`config.mk`:
```
export PLATFORM = sky130hd
export DESIGN_NAME = branch_resolve_unit_flat
export DESIGN_NICKNAME = d
export VERILOG_FILES = /design/src/rtl/branch_resolve_unit_if.sv /design/src/rtl/branch_resolve_unit.sv /design/src/flat_wrapper.sv
export SDC_FILE = /design/constraint.sdc
export NUM_CORES = 1
export LEC_CHECK = 0
export BUFFER_PORTS_ARGS = -buffer_cell sky130_fd_sc_hd__buf_4
export CORE_MARGIN = 1
export CORE_UTILIZATION = 45
export CTS_BUF_LIST = sky130_fd_sc_hd__clkbuf_4 sky130_fd_sc_hd__clkbuf_8 sky130_fd_sc_hd__clkbuf_16
export DETAILED_ROUTE_END_ITERATION = 10
export GPL_ROUTABILITY_DRIVEN = 1
export GPL_TIMING_DRIVEN = 0
export PLACE_DENSITY = 0.73
export SYNTH_ARGS = -nofsm -noshare
export SYNTH_HDL_FRONTEND = slang
export SYNTH_SLANG_ARGS = --single-unit
export TNS_END_PERCENT = 20
```
`constraint.sdc`:
```
create_clock -name clk -period 7.1 [get_ports clk]
set_clock_uncertainty 0.15 [all_clocks]
set_input_delay 0.71 -clock clk [delete_from_list [all_inputs] [get_ports clk]]
set_output_delay 0.71 -clock clk [all_outputs]
set_load 0.05 [all_outputs]
```
`src/rtl/branch_resolve_unit_if.sv`:
```
// rtl/branch_resolve_unit_if.sv - EX branch outcome in, BTB update and IF redirect out
interface branch_resolve_unit_if #(parameter int CNT_WIDTH = 32);
  logic                 ex_isBranchInst_i;
  logic [31:0]          ex_branch_inst_pc_i;
  logic                 ex_actual_taken_i;
  logic [31:0]          ex_real_branch_target_i;
  logic                 idex_pre_taken_i;
  logic [31:0]          idex_predict_branch_target_i;
  logic [1:0]           idex_predict_counter_i;
  logic                 redirect_ack_i;
  logic                 upd_valid_o;
  logic [31:0]          upd_pc_o;
  logic [1:0]           upd_counter_o;
  logic [31:0]          upd_target_o;
  logic                 redirect_o;
  logic [31:0]          redirect_pc_o;
  logic                 flush_o;
  logic [CNT_WIDTH-1:0] branch_cnt_o;
  logic [CNT_WIDTH-1:0] mispredict_cnt_o;

  modport master (
    input  ex_isBranchInst_i, ex_branch_inst_pc_i, ex_actual_taken_i,
           ex_real_branch_target_i, idex_pre_taken_i,
           idex_predict_branch_target_i, idex_predict_counter_i, redirect_ack_i,
    output upd_valid_o, upd_pc_o, upd_counter_o, upd_target_o,
           redirect_o, redirect_pc_o, flush_o, branch_cnt_o, mispredict_cnt_o
  );

  modport slave (
    output ex_isBranchInst_i, ex_branch_inst_pc_i, ex_actual_taken_i,
           ex_real_branch_target_i, idex_pre_taken_i,
           idex_predict_branch_target_i, idex_predict_counter_i, redirect_ack_i,
    input  upd_valid_o, upd_pc_o, upd_counter_o, upd_target_o,
           redirect_o, redirect_pc_o, flush_o, branch_cnt_o, mispredict_cnt_o
  );
endinterface

```
`src/rtl/branch_resolve_unit.sv`:
```
// rtl/branch_resolve_unit.sv - resolves EX branches, feeds the BTB and redirects IF on mispredict
module branch_resolve_unit #(
  parameter int CNT_WIDTH = 32
) (
  input  logic                  clk,
  input  logic                  rstn,
  input  logic [5:0]            stall,
  branch_resolve_unit_if.master bus
);

  localparam logic [0:0] IDLE     = 1'b0;
  localparam logic [0:0] REDIRECT = 1'b1;
  localparam logic [CNT_WIDTH-1:0] CNT_MAX = {CNT_WIDTH{1'b1}};
  localparam logic [CNT_WIDTH-1:0] CNT_ONE = {{(CNT_WIDTH-1){1'b0}}, 1'b1};

  logic [0:0]           state_q, state_d;
  logic                 upd_valid_q, upd_valid_d;
  logic [31:0]          upd_pc_q, upd_pc_d;
  logic [1:0]           upd_counter_q, upd_counter_d;
  logic [31:0]          upd_target_q, upd_target_d;
  logic [31:0]          redirect_pc_q, redirect_pc_d;
  logic [CNT_WIDTH-1:0] branch_cnt_q, branch_cnt_d;
  logic [CNT_WIDTH-1:0] mispredict_cnt_q, mispredict_cnt_d;

  logic        resolve;
  logic        mispredict;
  logic [1:0]  new_counter;
  logic [31:0] correct_pc;
  logic        unused_stall;

  assign unused_stall = ^{stall[5:4], stall[2:0]};

  // Wrong-path instructions sit in EX while redirecting, so only IDLE may resolve
  assign resolve = bus.ex_isBranchInst_i && !stall[3] && (state_q == IDLE);

  assign mispredict = (bus.ex_actual_taken_i != bus.idex_pre_taken_i) ||
                      (bus.ex_actual_taken_i && bus.idex_pre_taken_i &&
                       (bus.ex_real_branch_target_i != bus.idex_predict_branch_target_i));

  always_comb begin
    new_counter = bus.idex_predict_counter_i;
    if (bus.ex_actual_taken_i) begin
      if (bus.idex_predict_counter_i != 2'd3) new_counter = bus.idex_predict_counter_i + 2'd1;
    end else begin
      if (bus.idex_predict_counter_i != 2'd0) new_counter = bus.idex_predict_counter_i - 2'd1;
    end
  end

  // Not-taken fall-through skips the delay slot
  assign correct_pc = bus.ex_actual_taken_i ? bus.ex_real_branch_target_i
                                            : bus.ex_branch_inst_pc_i + 32'd8;

  always_comb begin
    state_d          = state_q;
    redirect_pc_d    = redirect_pc_q;
    upd_valid_d      = resolve;
    upd_pc_d         = 32'd0;
    upd_counter_d    = 2'd0;
    upd_target_d     = 32'd0;
    branch_cnt_d     = branch_cnt_q;
    mispredict_cnt_d = mispredict_cnt_q;

    if (resolve) begin
      upd_pc_d      = bus.ex_branch_inst_pc_i;
      upd_counter_d = new_counter;
      upd_target_d  = bus.ex_actual_taken_i ? bus.ex_real_branch_target_i
                                            : bus.idex_predict_branch_target_i;
      if (branch_cnt_q != CNT_MAX) branch_cnt_d = branch_cnt_q + CNT_ONE;
      if (mispredict && (mispredict_cnt_q != CNT_MAX)) mispredict_cnt_d = mispredict_cnt_q + CNT_ONE;
    end

    case (state_q)
      IDLE: begin
        if (resolve && mispredict) begin
          state_d       = REDIRECT;
          redirect_pc_d = correct_pc;
        end
      end
      default: begin
        if (bus.redirect_ack_i) begin
          state_d       = IDLE;
          redirect_pc_d = 32'd0;
        end
      end
    endcase
  end

  always_ff @(posedge clk or negedge rstn) begin
    if (!rstn) begin
      state_q          <= IDLE;
      upd_valid_q      <= 1'b0;
      upd_pc_q         <= 32'd0;
      upd_counter_q    <= 2'd0;
      upd_target_q     <= 32'd0;
      redirect_pc_q    <= 32'd0;
      branch_cnt_q     <= '0;
      mispredict_cnt_q <= '0;
    end else begin
      state_q          <= state_d;
      upd_valid_q      <= upd_valid_d;
      upd_pc_q         <= upd_pc_d;
      upd_counter_q    <= upd_counter_d;
      upd_target_q     <= upd_target_d;
      redirect_pc_q    <= redirect_pc_d;
      branch_cnt_q     <= branch_cnt_d;
      mispredict_cnt_q <= mispredict_cnt_d;
    end
  end

  assign bus.upd_valid_o      = upd_valid_q;
  assign bus.upd_pc_o         = upd_pc_q;
  assign bus.upd_counter_o    = upd_counter_q;
  assign bus.upd_target_o     = upd_target_q;
  assign bus.redirect_o       = (state_q == REDIRECT);
  assign bus.flush_o          = (state_q == REDIRECT);
  assign bus.redirect_pc_o    = redirect_pc_q;
  assign bus.branch_cnt_o     = branch_cnt_q;
  assign bus.mispredict_cnt_o = mispredict_cnt_q;

endmodule

```
`src/flat_wrapper.sv`:
```
// flat-port wrapper written by rule: the top's interface ports become plain ports
module branch_resolve_unit_flat 
#(
  parameter int CNT_WIDTH = 32
)
  (clk, rstn, stall, bus_ex_isBranchInst_i, bus_ex_branch_inst_pc_i, bus_ex_actual_taken_i, bus_ex_real_branch_target_i, bus_idex_pre_taken_i, bus_idex_predict_branch_target_i, bus_idex_predict_counter_i, bus_redirect_ack_i, bus_upd_valid_o, bus_upd_pc_o, bus_upd_counter_o, bus_upd_target_o, bus_redirect_o, bus_redirect_pc_o, bus_flush_o, bus_branch_cnt_o, bus_mispredict_cnt_o);
  branch_resolve_unit_if #(.CNT_WIDTH(CNT_WIDTH)) bus_i ();
  input  logic clk;
  input  logic rstn;
  input  logic [5:0] stall;
  input wire logic [$bits(bus_i.ex_isBranchInst_i)-1:0] bus_ex_isBranchInst_i;
  input wire logic [$bits(bus_i.ex_branch_inst_pc_i)-1:0] bus_ex_branch_inst_pc_i;
  input wire logic [$bits(bus_i.ex_actual_taken_i)-1:0] bus_ex_actual_taken_i;
  input wire logic [$bits(bus_i.ex_real_branch_target_i)-1:0] bus_ex_real_branch_target_i;
  input wire logic [$bits(bus_i.idex_pre_taken_i)-1:0] bus_idex_pre_taken_i;
  input wire logic [$bits(bus_i.idex_predict_branch_target_i)-1:0] bus_idex_predict_branch_target_i;
  input wire logic [$bits(bus_i.idex_predict_counter_i)-1:0] bus_idex_predict_counter_i;
  input wire logic [$bits(bus_i.redirect_ack_i)-1:0] bus_redirect_ack_i;
  output wire logic [$bits(bus_i.upd_valid_o)-1:0] bus_upd_valid_o;
  output wire logic [$bits(bus_i.upd_pc_o)-1:0] bus_upd_pc_o;
  output wire logic [$bits(bus_i.upd_counter_o)-1:0] bus_upd_counter_o;
  output wire logic [$bits(bus_i.upd_target_o)-1:0] bus_upd_target_o;
  output wire logic [$bits(bus_i.redirect_o)-1:0] bus_redirect_o;
  output wire logic [$bits(bus_i.redirect_pc_o)-1:0] bus_redirect_pc_o;
  output wire logic [$bits(bus_i.flush_o)-1:0] bus_flush_o;
  output wire logic [$bits(bus_i.branch_cnt_o)-1:0] bus_branch_cnt_o;
  output wire logic [$bits(bus_i.mispredict_cnt_o)-1:0] bus_mispredict_cnt_o;
  assign bus_i.ex_isBranchInst_i = bus_ex_isBranchInst_i;
  assign bus_i.ex_branch_inst_pc_i = bus_ex_branch_inst_pc_i;
  assign bus_i.ex_actual_taken_i = bus_ex_actual_taken_i;
  assign bus_i.ex_real_branch_target_i = bus_ex_real_branch_target_i;
  assign bus_i.idex_pre_taken_i = bus_idex_pre_taken_i;
  assign bus_i.idex_predict_branch_target_i = bus_idex_predict_branch_target_i;
  assign bus_i.idex_predict_counter_i = bus_idex_predict_counter_i;
  assign bus_i.redirect_ack_i = bus_redirect_ack_i;
  assign bus_upd_valid_o = bus_i.upd_valid_o;
  assign bus_upd_pc_o = bus_i.upd_pc_o;
  assign bus_upd_counter_o = bus_i.upd_counter_o;
  assign bus_upd_target_o = bus_i.upd_target_o;
  assign bus_redirect_o = bus_i.redirect_o;
  assign bus_redirect_pc_o = bus_i.redirect_pc_o;
  assign bus_flush_o = bus_i.flush_o;
  assign bus_branch_cnt_o = bus_i.branch_cnt_o;
  assign bus_mispredict_cnt_o = bus_i.mispredict_cnt_o;
  branch_resolve_unit #(.CNT_WIDTH(CNT_WIDTH)) u_core (.clk(clk), .rstn(rstn), .stall(stall), .bus(bus_i));
endmodule
```
# Word-level counts from Yosys, hierarchy flattened
# Cells that the tools add are included.
# op_classes
mux	14
n_bitwise	1
n_addsub	5
n_reduce_logical	13
n_eq_ne	6
# op_table
op	n
$mux 32	7
$add 32x1->32 const B	2
$ne 32x32->1 const B	2
$add 32x4->32 const B	1
$ne 32x32->1	1
$mux 2	4
$logic_and 1x1->1	6
$reduce_and 2->1	3
$ne 2x2->1 const B	2
$reduce_bool 2->1	2
$mux 1	3
$add 2x1->2 const B	1
$sub 2x1->2 const B	1
$logic_not 1->1	1
$logic_or 1x1->1	1
$ne 1x1->1	1
$not 1->1	1
# word_totals
inputBits	110
regBits	164

# Logic depth before layout (Yosys ltp)
# depth
word_depth	6
ltp_mapped	9
mapped_depth_nobuf	8

# Worst setup path after synthesis
# No wires, ideal clock.
# synth_timing
path_kind	reg-to-reg
from	reg u_core.mispredict_cnt_q[0], in the netlist u_core.bus.mispredict_cnt_o[0]
to	reg u_core.mispredict_cnt_q[25], in the netlist u_core.bus.mispredict_cnt_o[25]
path_stages_with_launch	10
n_path_buf	1
required_time_ns	6.805
arrival_time_ns	2.375
synth_period_minus_slack_ns	2.669
setup_time_ns	0.145
setup_slack_ns	4.431
cell_sequence	dfrtp_1 ha_1 nand3_1 nor3_1 nand2_1 or3_1 clkbuf_1 nand4_1 nor2_1 xor2_1
# synth_via
elab_chain_len	3
elab_cells_between_ends	4
classes_between	1 x add/sub; 1 x eq/ne; 2 x reduce/logical
# synth_lines
element	line_no	source
from (decl)	branch_resolve_unit.sv:23	logic [CNT_WIDTH-1:0] mispredict_cnt_q, mispredict_cnt_d;
from (signal assigned)	branch_resolve_unit.sv:106	mispredict_cnt_q <= mispredict_cnt_d;
branches (longest 3 deep; another with $add 32x1->32)	--	
# Parallel ways; which one is timed is not known.
# A chain may end at the register's enable or synchronous reset.

# Worst setup path after layout
# layout_timing
from	in bus_idex_predict_branch_target_i[31]
to	reg u_core.mispredict_cnt_q[15], in the netlist u_core.bus.mispredict_cnt_o[15]
# layout_via
elab_chain_len	5
# layout_lines
element	line_no	source
from (decl)	flat_wrapper.sv:16	input wire logic [$bits(bus_i.idex_predict_branch_target_i)-1:0] bus_idex_predict_branch_target_i;
$ne 32x32->1	branch_resolve_unit.sv:38	(bus.ex_real_branch_target_i != bus.idex_predict_branch_target_i));
$logic_and 1x1->1	branch_resolve_unit.sv:37	(bus.ex_actual_taken_i && bus.idex_pre_taken_i &&
$logic_or 1x1->1	branch_resolve_unit.sv:36	assign mispredict = (bus.ex_actual_taken_i != bus.idex_pre_taken_i) ||
$logic_and 1x1->1	branch_resolve_unit.sv:69	if (mispredict && (mispredict_cnt_q != CNT_MAX)) mispredict_cnt_d = mispredict_cnt_q + CNT_ONE;
$reduce_and 2->1 (no line)	--	
# Every way passes these cells.

==> out/qor.txt <==
CTS tree = done
crit share post-route = 0.459
initial antenna violation count = 0
Syn-to-layout area delta = 37.4%
first-pass GRT wire length = 35,700 um
Final setup viols = 0
Slew HR = 0.455
Fin. Hold Viols = 0
Inserted Diodes = 0
Required @ worst endpoint = 7.24 ns
final max-slew violation count = 0
Mapped Avg Cell Area = 10.3 um2
ANT nets after route = 0
post-route setup slack = 3.84 ns
die height = 134 um
GRT Total Usage = 0.264
power per cell area = 268 mW/mm2
EDFF count, synth = 0
RSZ-0062 raised after global routing = no
DRC viols = 0
vias = 6,736
outcome = finished, final reports clean
most common cell after layout, fill and taps aside = buf_4
Max Clk Rate = 307 MHz
Worst Path Arrival = 3.40 ns
crit path launch type = primary input
CTS Buf Count = 17
Initial Util = 0.466
Critical Path, Cell by Cell = buf_4 -> xor2_1 -> nor4_1 -> nand4_1 -> nor2_1 -> a2bb2oi_1 -> buf_2 -> buf_2 -> nor2_1 -> xor2_1
CTS hold repair buffers = 0
crit end category = flop
Worst Path Buf+Inv = 3
syn nets = 874
Post-CTS Setup Repair Bufs = 0
vias in the first global route = 6,651
most frequent cells in the layout = buf_4 (269), dfrtp_1 (164), xor2_1 (91)
share of layout cells above drive strength 1 = 0.308
Max stage delay on crit path = 0.68 ns
worst reg2reg startpoint = u_core.bus.flush_o
Max FO, Critical Path = 10
Synth Instances = 760
Worst-Skew Late Latency = 0.42 ns
post-cts resize count = 0
Die X-Extent = 134 um
Post-Route Setup TNS = 0 ns
Synth Warn # = 0
min Tclk post-route = 3.26 ns
Slew @ Worst Pin = 0.818 ns
CTS root buf = clkbuf_16
CTS Sinks = 164
leakage = 5.53 nW
Vias/cell = 5.26
DIE AREA = 0.0179 mm2
HPWL after DPL = 17,900 um
WL/cell = 18.1 um
Reg clk slew, reported paths = 0.06 ns
largest net degree at the start of global routing = 85
Max Cap Viol = 0
IO Port Bufs = 268
standard-cell rows = 47
Ports = 275
clk buf depth = 2
mapped cell area = 0.00784 mm2
Top delay family on crit path = simple AND/OR/NAND/NOR gates
Post-synth ARST share = 1.00
first-pass detailed-route iteration total = 4
H-tree depth = 4
WL final = 23,200 um
Netlist cell types = 44
Slowest cell on crit path = a2bb2oi_1
kind of critical path = in2reg
First DRT Iteration DRCs = 368
Synth Register Bits = 164
pre-CTS setup slack = 3.43 ns
worst vdd ir = 0.213 mV
worst hold path class = in2async
GRT overflow = 0
crit path launch = bus_idex_predict_branch_target_i[31]
sequential share of the synthesized area = 0.524
Final Wtd Congestion = 0.874
Core Box Area = 0.0168 mm2
fin nets = 1,162
ys flop type = dfrtp_1
-- worst reg2reg max path, cell delays in order (launching register included) --
cell,delay (ns)
dfrtp_1,0.48
nor2_2,0.12
nand2_1,0.23
inv_1,0.12
nand2_1,0.09
a2bb2oi_1,0.64
buf_2,0.37
buf_2,0.33
nor2_1,0.10
xor2_1,0.15
-- kinds of logic after synthesis --
kind of cell	after synthesis	share of synthesized area
AO/OA/AOI/OAI	69	0.0481
multiplexers	39	0.0501
flip-flops	164	0.524
AND/OR/NAND/NOR	316	0.213
XOR/XNOR	119	0.133
buffers and inverters	49	0.0255
adder cells (fa/ha/maj)	4	0.00639
-- final cells by class --
class | count | area, um2
clock buffer | 21 | 480
buffer | 40 | 166
clock inverter | 11 | 125
inverter | 9 | 33.8
timing repair buffer | 269 | 2050
sequential | 164 | 4100
tap | 220 | 275
multi-input combinational | 547 | 3530
fill | 1468 | 6060
-- cells in the mapped netlist (2+ instances only) --
master      n  area [um2]
nor4_1      8        50.1
nor4bb_1    3        30.0
a21oi_1    27         135
buf_1       6        22.5
clkbuf_1   25        93.8
nor3_1     13        65.1
nand3_1    64         320
nor3b_1     4        30.0
mux2_2      2        22.5
inv_1       9        33.8
nor2_1     80         300
xor2_1     91         797
nand2b_1    3        18.8
nand4_1    26         163
nor2b_1     2        12.5
buf_2       7        35.0
buf_4       2        15.0
and3_1     49         307
o21ai_0    35         175
xnor2_1    28         245
and2_1      2        12.5
and4_2      2        20.0
mux2i_1    37         370
nor2_2      2        12.5
dfrtp_1   164        4100
or3_1       2        12.5
o21a_1      3        22.5
and3_2      2        15.0
nand2_1    38         143
ha_1        4        50.1
nor4b_1     3        26.3
and4_1      5        43.8
-- routing by layer --
metal  track usage  part of all wire  up-vias
met3        0.0695             0.070       36
met1         0.330              0.41     3254
met5             0                 0        -
met4        0.0941             0.024        0
met2         0.439              0.49      249
li1              -                 -     3197
-- worst paths after layout --
kind	endpoint	slack [ns]	depth (start not counted)
max in group asynchronous	u_core.bus.upd_target_o[0]	5.86	2
worst min register to register	u_core.bus.branch_cnt_o[21]	0.34	1
worst max-delay path	u_core.bus.mispredict_cnt_o[15]	3.84	10
worst min-delay path	u_core.bus.branch_cnt_o[12]	0.09	1
min in group clk	u_core.bus.flush_o	0.34	2
worst max register to register	u_core.bus.mispredict_cnt_o[15]	4.19	9
-- sequential cells by signal, indices dropped and copies added, names as in the netlist --
| register | cells |
|---|---|
| u_core.bus.branch_cnt_o | 32 |
| u_core.bus.flush_o | 1 |
| u_core.bus.mispredict_cnt_o | 32 |
| u_core.bus.redirect_pc_o | 32 |
| u_core.bus.upd_counter_o | 2 |
| u_core.bus.upd_pc_o | 32 |
| u_core.bus.upd_target_o | 32 |
| u_core.bus.upd_valid_o | 1 |
-- stage by stage --
step                      area, um2  utilization  hold WS [ns]  power [mW]  cells
after floorplan                7840            -         0.264        1.63    760
after CTS                     10800        0.640         0.136        2.90   1281
final                         10800        0.640        0.0944        2.88   1281
after global placement        10100        0.602         0.326        1.95   1248
after global routing          10800        0.640         0.158        2.99   1281
after detailed placement      10200        0.604         0.331        1.96   1249
-- power by group --
group | internal (mW) | total [mW] | switching (mW)
Combinational | 0.255 | 0.829 | 0.574
Sequential | 1.03 | 1.11 | 0.0832
Clock | 0.556 | 0.940 | 0.384
Total | 1.84 | 2.88 | 1.04
No activity file was read; power rests on OpenSTA's default activity.
